--- src/rtl/mux_rr_arb_if.sv ---
// Bus bundle for mux_rr_arb: N input channels with valid/ready, one output
// channel with valid/ready, the grant index and the arbitration mode.
//
// Handshake: a word moves across a channel on a rising clock edge where its
// valid and ready are both high. A producer holds valid and data steady until
// that transfer happens. Ready on a channel may depend combinationally on the
// valids, but valid never depends on ready.
interface mux_rr_arb_if #(
  parameter int W = 5,
  parameter int N = 4
);
  localparam int CW = $clog2(N);

  logic           MODE;  // 0 = fixed priority, 1 = round-robin
  logic [N*W-1:0] A;     // channel k at A[k*W +: W]
  logic [N-1:0]   AV;
  logic [N-1:0]   AR;
  logic [W-1:0]   Y;
  logic           YV;
  logic           YR;
  logic [CW-1:0]  G;

  // Upstream sources and downstream sink together.
  modport master (
    output MODE, A, AV, YR,
    input  AR, Y, YV, G
  );

  // The arbiter.
  modport slave (
    input  MODE, A, AV, YR,
    output AR, Y, YV, G
  );
endinterface

--- src/rtl/mux_rr_arb.sv ---
// N-to-1 arbitrated multiplexer with a single registered output stage.
// MODE selects fixed priority (lowest index wins) or round-robin starting at
// pointer p_q. A new word is taken only when the output register is empty or
// is being drained in the same cycle, which gives one word per clock.
module mux_rr_arb #(
  parameter int W = 5,
  parameter int N = 4
) (
  input  logic           CLK,
  input  logic           CLRN,
  mux_rr_arb_if.slave    bus,
  output logic           dbg_state  // 1 = FULL, 0 = EMPTY
);
  localparam int CW = $clog2(N);

  typedef enum logic {ST_EMPTY = 1'b0, ST_FULL = 1'b1} state_t;

  state_t        state_q, state_d;
  logic [W-1:0]  y_q, y_d;
  logic [CW-1:0] g_q, g_d;
  logic [CW-1:0] p_q, p_d;

  logic          load;
  logic          win_found;
  logic [CW-1:0] win_idx;
  logic [W-1:0]  win_word;
  logic          accept;
  int            j;

  // Winner search: lowest valid index, or first valid at/after the pointer.
  always_comb begin
    win_found = 1'b0;
    win_idx   = '0;
    j         = 0;
    if (!bus.MODE) begin
      // Descending scan so the lowest valid index is written last.
      for (int k = N - 1; k >= 0; k--) begin
        if (bus.AV[k]) begin
          win_found = 1'b1;
          win_idx   = CW'(k);
        end
      end
    end else begin
      // Descending offset so the smallest distance from the pointer wins.
      for (int i = N - 1; i >= 0; i--) begin
        j = (int'(p_q) + i) % N;
        if (bus.AV[j]) begin
          win_found = 1'b1;
          win_idx   = CW'(j);
        end
      end
    end
  end

  // Winner data select; constant-indexed slices keep every width exact.
  always_comb begin
    win_word = '0;
    for (int k = 0; k < N; k++) begin
      if (win_idx == CW'(k)) win_word = bus.A[k*W +: W];
    end
  end

  assign load   = (state_q == ST_EMPTY) | bus.YR;
  // Reset gates the grant so ready stays low while CLRN is held low.
  assign accept = CLRN & load & win_found;

  // One-hot ready to the winning channel, only when a word can be taken.
  always_comb begin
    bus.AR = '0;
    for (int k = 0; k < N; k++) begin
      bus.AR[k] = accept && (win_idx == CW'(k));
    end
  end

  // Output stage next state: load on accept, drain on consume, else hold.
  always_comb begin
    state_d = state_q;
    y_d     = y_q;
    g_d     = g_q;
    if (accept) begin
      state_d = ST_FULL;
      y_d     = win_word;
      g_d     = win_idx;
    end else if ((state_q == ST_FULL) && bus.YR) begin
      state_d = ST_EMPTY;
    end
  end

  // Round-robin pointer moves past the winner only on round-robin accepts.
  always_comb begin
    p_d = p_q;
    if (accept && bus.MODE) begin
      p_d = (win_idx == CW'(N - 1)) ? '0 : win_idx + CW'(1);
    end
  end

  // State registers with asynchronous active-low clear.
  always_ff @(posedge CLK or negedge CLRN) begin
    if (!CLRN) begin
      state_q <= ST_EMPTY;
      y_q     <= '0;
      g_q     <= '0;
      p_q     <= '0;
    end else begin
      state_q <= state_d;
      y_q     <= y_d;
      g_q     <= g_d;
      p_q     <= p_d;
    end
  end

  assign bus.Y     = y_q;
  assign bus.G     = g_q;
  assign bus.YV    = (state_q == ST_FULL);
  assign dbg_state = (state_q == ST_FULL);
endmodule

--- src/flat_wrapper.sv ---
// flat-port wrapper written by rule: the top's interface ports become plain ports
module mux_rr_arb_flat 
#(
  parameter int W = 5,
  parameter int N = 4
)
  (CLK, CLRN, dbg_state, bus_MODE, bus_A, bus_AV, bus_YR, bus_AR, bus_Y, bus_YV, bus_G);
  mux_rr_arb_if #(.W(W), .N(N)) bus_i ();
  input  logic CLK;
  input  logic CLRN;
  output logic dbg_state;
  input wire logic [$bits(bus_i.MODE)-1:0] bus_MODE;
  input wire logic [$bits(bus_i.A)-1:0] bus_A;
  input wire logic [$bits(bus_i.AV)-1:0] bus_AV;
  input wire logic [$bits(bus_i.YR)-1:0] bus_YR;
  output wire logic [$bits(bus_i.AR)-1:0] bus_AR;
  output wire logic [$bits(bus_i.Y)-1:0] bus_Y;
  output wire logic [$bits(bus_i.YV)-1:0] bus_YV;
  output wire logic [$bits(bus_i.G)-1:0] bus_G;
  assign bus_i.MODE = bus_MODE;
  assign bus_i.A = bus_A;
  assign bus_i.AV = bus_AV;
  assign bus_i.YR = bus_YR;
  assign bus_AR = bus_i.AR;
  assign bus_Y = bus_i.Y;
  assign bus_YV = bus_i.YV;
  assign bus_G = bus_i.G;
  mux_rr_arb #(.W(W), .N(N)) u_core (.CLK(CLK), .CLRN(CLRN), .bus(bus_i), .dbg_state(dbg_state));
endmodule
--- config.mk ---
export PLATFORM = sky130hd
export DESIGN_NAME = mux_rr_arb_flat
export DESIGN_NICKNAME = d
export VERILOG_FILES = /design/src/rtl/mux_rr_arb_if.sv /design/src/rtl/mux_rr_arb.sv /design/src/flat_wrapper.sv
export SDC_FILE = /design/constraint.sdc
export NUM_CORES = 1
export LEC_CHECK = 0
export CELL_PAD_IN_SITES_DETAIL_PLACEMENT = 2
export CELL_PAD_IN_SITES_GLOBAL_PLACEMENT = 2
export CORE_UTILIZATION = 20
export CTS_CLUSTER_DIAMETER = 150
export DETAILED_ROUTE_END_ITERATION = 12
export PLACE_DENSITY_LB_ADDON = 0.1
export SLEW_MARGIN = 30
export SYNTH_ARGS = -nofsm -noshare
export SYNTH_HDL_FRONTEND = slang
export SYNTH_SLANG_ARGS = --single-unit
--- constraint.sdc ---
create_clock -name CLK -period 2.65 [get_ports CLK]
set_clock_uncertainty 0.2 [all_clocks]
set_input_delay 0.53 -clock CLK [delete_from_list [all_inputs] [get_ports CLK]]
set_output_delay 0.53 -clock CLK [all_outputs]
set_load 0.03 [all_outputs]
==> flow_summary_export.csv <==
group,metric,value,unit
pwr,pwr-share-comb,59.4,%
route,ant_nets,0,
route,wl_per_cell,14.78,microns
floorplan,initial_core_util,21.32,%
synth,syn_nets,131,
pwr,p_clk_share,15.3,%
worst_setup_path,cp.arrival,1.87,ns
worst_setup_path,crit_fanout,5,
synth,yosysTopAreaCell,"dfrtp_1",
clock_network,clk_latency,0.23,ns
status,status,"complete, no violations",
pwr,leakagePower,0.6549,nW
hold_path,hold_class,"reg -> reg",
timing,fin_crit_sh,98.10,%
route,route.detailed.drc,0,
timing,slew_violations,0,
worst_setup_path,end_kind,"primary output",
route,num_vias,936,
route,drtPass1Iterations,3,
grt,grt_max_degree,12,
floorplan,die_y,65.18,microns
synth,avgSynthCellArea,8.063,sq um
floorplan,coreArea,3744,sq um
grt,grt_pass1_wl,4774,microns
timing,fmax,0.3846,GHz
layout,syn2layout_area_growth,87.77,%
route,vias_per_cell,4.566,
layout,mostFrequentLayoutCells,"clkdlybuf4s50_1, buf_4, a21oi_1, nand2_1, dfrtp_1",
timing,rsz0062_at_grt,"yes",
layout,drive_gt1_share,35.03,%
worst_setup_path,cp_slowest_cell,"o311a_4",
pwr,internal_power,0.0006043,W
floorplan,pin_count,41,
timing,slew-limit-headroom,77.00,%
timing,worst_pin_slew,0.3402,ns
place,dpl.hpwl,2373,microns
timing,setup_violations,0,
worst_setup_path,worst-path-buf-inv,4,
synth,ys_ff_latch,10,
synth,synth_top_area_share,31.35,%
place,gp_congestion,0.7393,
pwr,swShare,39.07,%
clock_network,cts_hold_buf,0,
layout,n_antenna_cell,0,
synth,ys_warn_count,0,
worst_setup_path,cp_cell_sequence,"buf_2 -> or2_4 -> buf_4 -> o311a_4 -> buf_12 -> and2_4 -> buf_6",
clock_network,htreeDepth,1,
floorplan,die_area,4248,sq um
synth,seq_area_frac_synth,31.35,%
worst_setup_path,worstSetupStartpointType,"primary input",
timing,hold_viol_final,0,
grt,grt_overflow_total,0,
pwr,seqPwrFrac,25.3,%
synth,synth_cells,99,
pwr,vdd_ir_drop_max,0.0001909,V
pwr,power_density,661.7,nW/um^2
timing,period_minus_slack,2.600,ns
clock_network,cts_buffers,3,
place,port_buffers,40,
synth,netlist_area,798.3,sq um
place,place_inst,196,
timing,timing.hold.ws,0.3129,ns
worst_setup_path,cpLargestDelayFamily,"buffers and inverters",
clock_network,clock_path_buffers,2,
floorplan,rows,22,
job,cap_violations,0,
synth,yosysUniqueCellTypes,29,
timing,setup_tns,0,ns
worst_setup_path,path_class,"in -> out",
route,wl,3029,microns
clock_network,tritoncts,"built",
worst_setup_path,r2r_setup_slack,0.33,ns
clock_network,cts_root_buf,"clkbuf_8",
worst_setup_path,crit_required,1.92,ns
worst_setup_path,max_stage_delay,0.38,ns
grt,grt_usage,15.13,%
route,dr.first_iter.drc_count,30,
layout,nets,191,
clock_network,clk_pin_slew_worst_paths,0.05,ns
pwr,p_switching,0.0003875,W
layout,final_common_cell,"clkdlybuf4s50_1",
grt,first_global_vias,959,
clock_network,numClockSinks,10,
synth,ys_top_cells_by_area,"dfrtp_1, a21oi_1, ha_1",
layout,final_cells,205,
floorplan,die_w,65.18,microns
grt,antenna_found_initial,0,
-- synth_stat cells --
| master | n |
|---|---|
| a22oi_1 | 5 |
| o311a_1 | 1 |
| o311ai_0 | 1 |
| clkbuf_2 | 1 |
| nand2_1 | 11 |
| buf_2 | 1 |
| mux2i_1 | 2 |
| inv_1 | 7 |
| o21ai_0 | 7 |
| nand2b_1 | 3 |
| nor2_1 | 7 |
| nor3b_1 | 1 |
| a211oi_1 | 1 |
| or2_4 | 1 |
| and2_1 | 4 |
| nor2b_1 | 1 |
| mux2_4 | 2 |
| o2111ai_1 | 1 |
| a21oi_1 | 17 |
| mux2_1 | 1 |
| o31ai_1 | 1 |
| o22ai_1 | 1 |
| buf_6 | 2 |
| and3b_2 | 1 |
| clkbuf_1 | 3 |
| buf_4 | 1 |
| nor4b_1 | 1 |
| ha_1 | 4 |
| dfrtp_1 | 10 |
-- layout make-up --
cell class | instances | area, sq um
inverters | 7 | 26.28
well taps | 48 | 60.06
fillers | 433 | 2245
clock buffers | 3 | 41.29
multi-input cells | 74 | 554.3
flip-flops and latches | 10 | 251.5
repair buffers | 63 | 565.5
-- registers in the layout (all words and copies together), names as in the netlist --
name / count
u_core.bus.YV: 1
u_core.bus.G: 2
u_core.p_q: 2
u_core.bus.Y: 5
-- routing by layer --
layer | vias to the layer above | wire, microns | global-route usage [%]
li1 | 462 | - | -
met5 | - | 0 | 0
met3 | 4 | 126 | 2.778
met4 | 0 | 23 | 3.261
met1 | 445 | 1167 | 16.42
met2 | 25 | 1712 | 29.77
-- final timing paths --
| kind | depth (start not counted) | end | startpoint |
|---|---|---|---|
| worst max-delay path | 7 | bus_AR[3] | bus_AV[2] |
| worst min-delay path | 1 | u_core.bus.G[1] | u_core.bus.G[1] |
| worst max register to register | 11 | u_core.bus.Y[0] | u_core.p_q[0] |
| worst min register to register | 1 | u_core.bus.G[1] | u_core.bus.G[1] |
| max in group asynchronous | 2 | u_core.p_q[1] | CLRN |
| min in group asynchronous | 2 | u_core.bus.G[1] | CLRN |
-- power by group through the flow --
stage	clock network [W]	logic [W]	registers [W]
2_1_floorplan	0	0.000229	0.000305
3_3_place_gp	0	0.000495	0.000250
3_5_place_dp	0	0.000512	0.000254
4_1_cts	0.000156	0.000562	0.000250
5_1_grt	0.000164	0.000641	0.000259
6_report	0.000152	0.000589	0.000251
-- metrics by stage --
step	util (%)	total power, W	area (sq um)	setup WS [ns]
CTS	38.47	0.0009675	1440	0.002588
floorplan	-	0.0005331	804.5	0.02341
finish	40.04	0.0009918	1499	0.05023
global route	40.04	0.001064	1499	-0.03822
detailed placement	35.63	0.0007659	1334	-0.7840
global placement	35.63	0.0007450	1334	-0.7501
-- cell families after synthesis --
kind of cell / synth area share (%)
fa+ha+maj: 6.270
mux: 7.680
flops: 31.35
compound gates: 25.86
simple gates: 19.12
buf+inv: 9.717
-- what timing repair did --
item	CTS	global route
setup endpoints to repair	9	4
pin swaps	6	6
setup buffers	4	2
resized for setup	39	21
(Power assumes the default switching activity.)
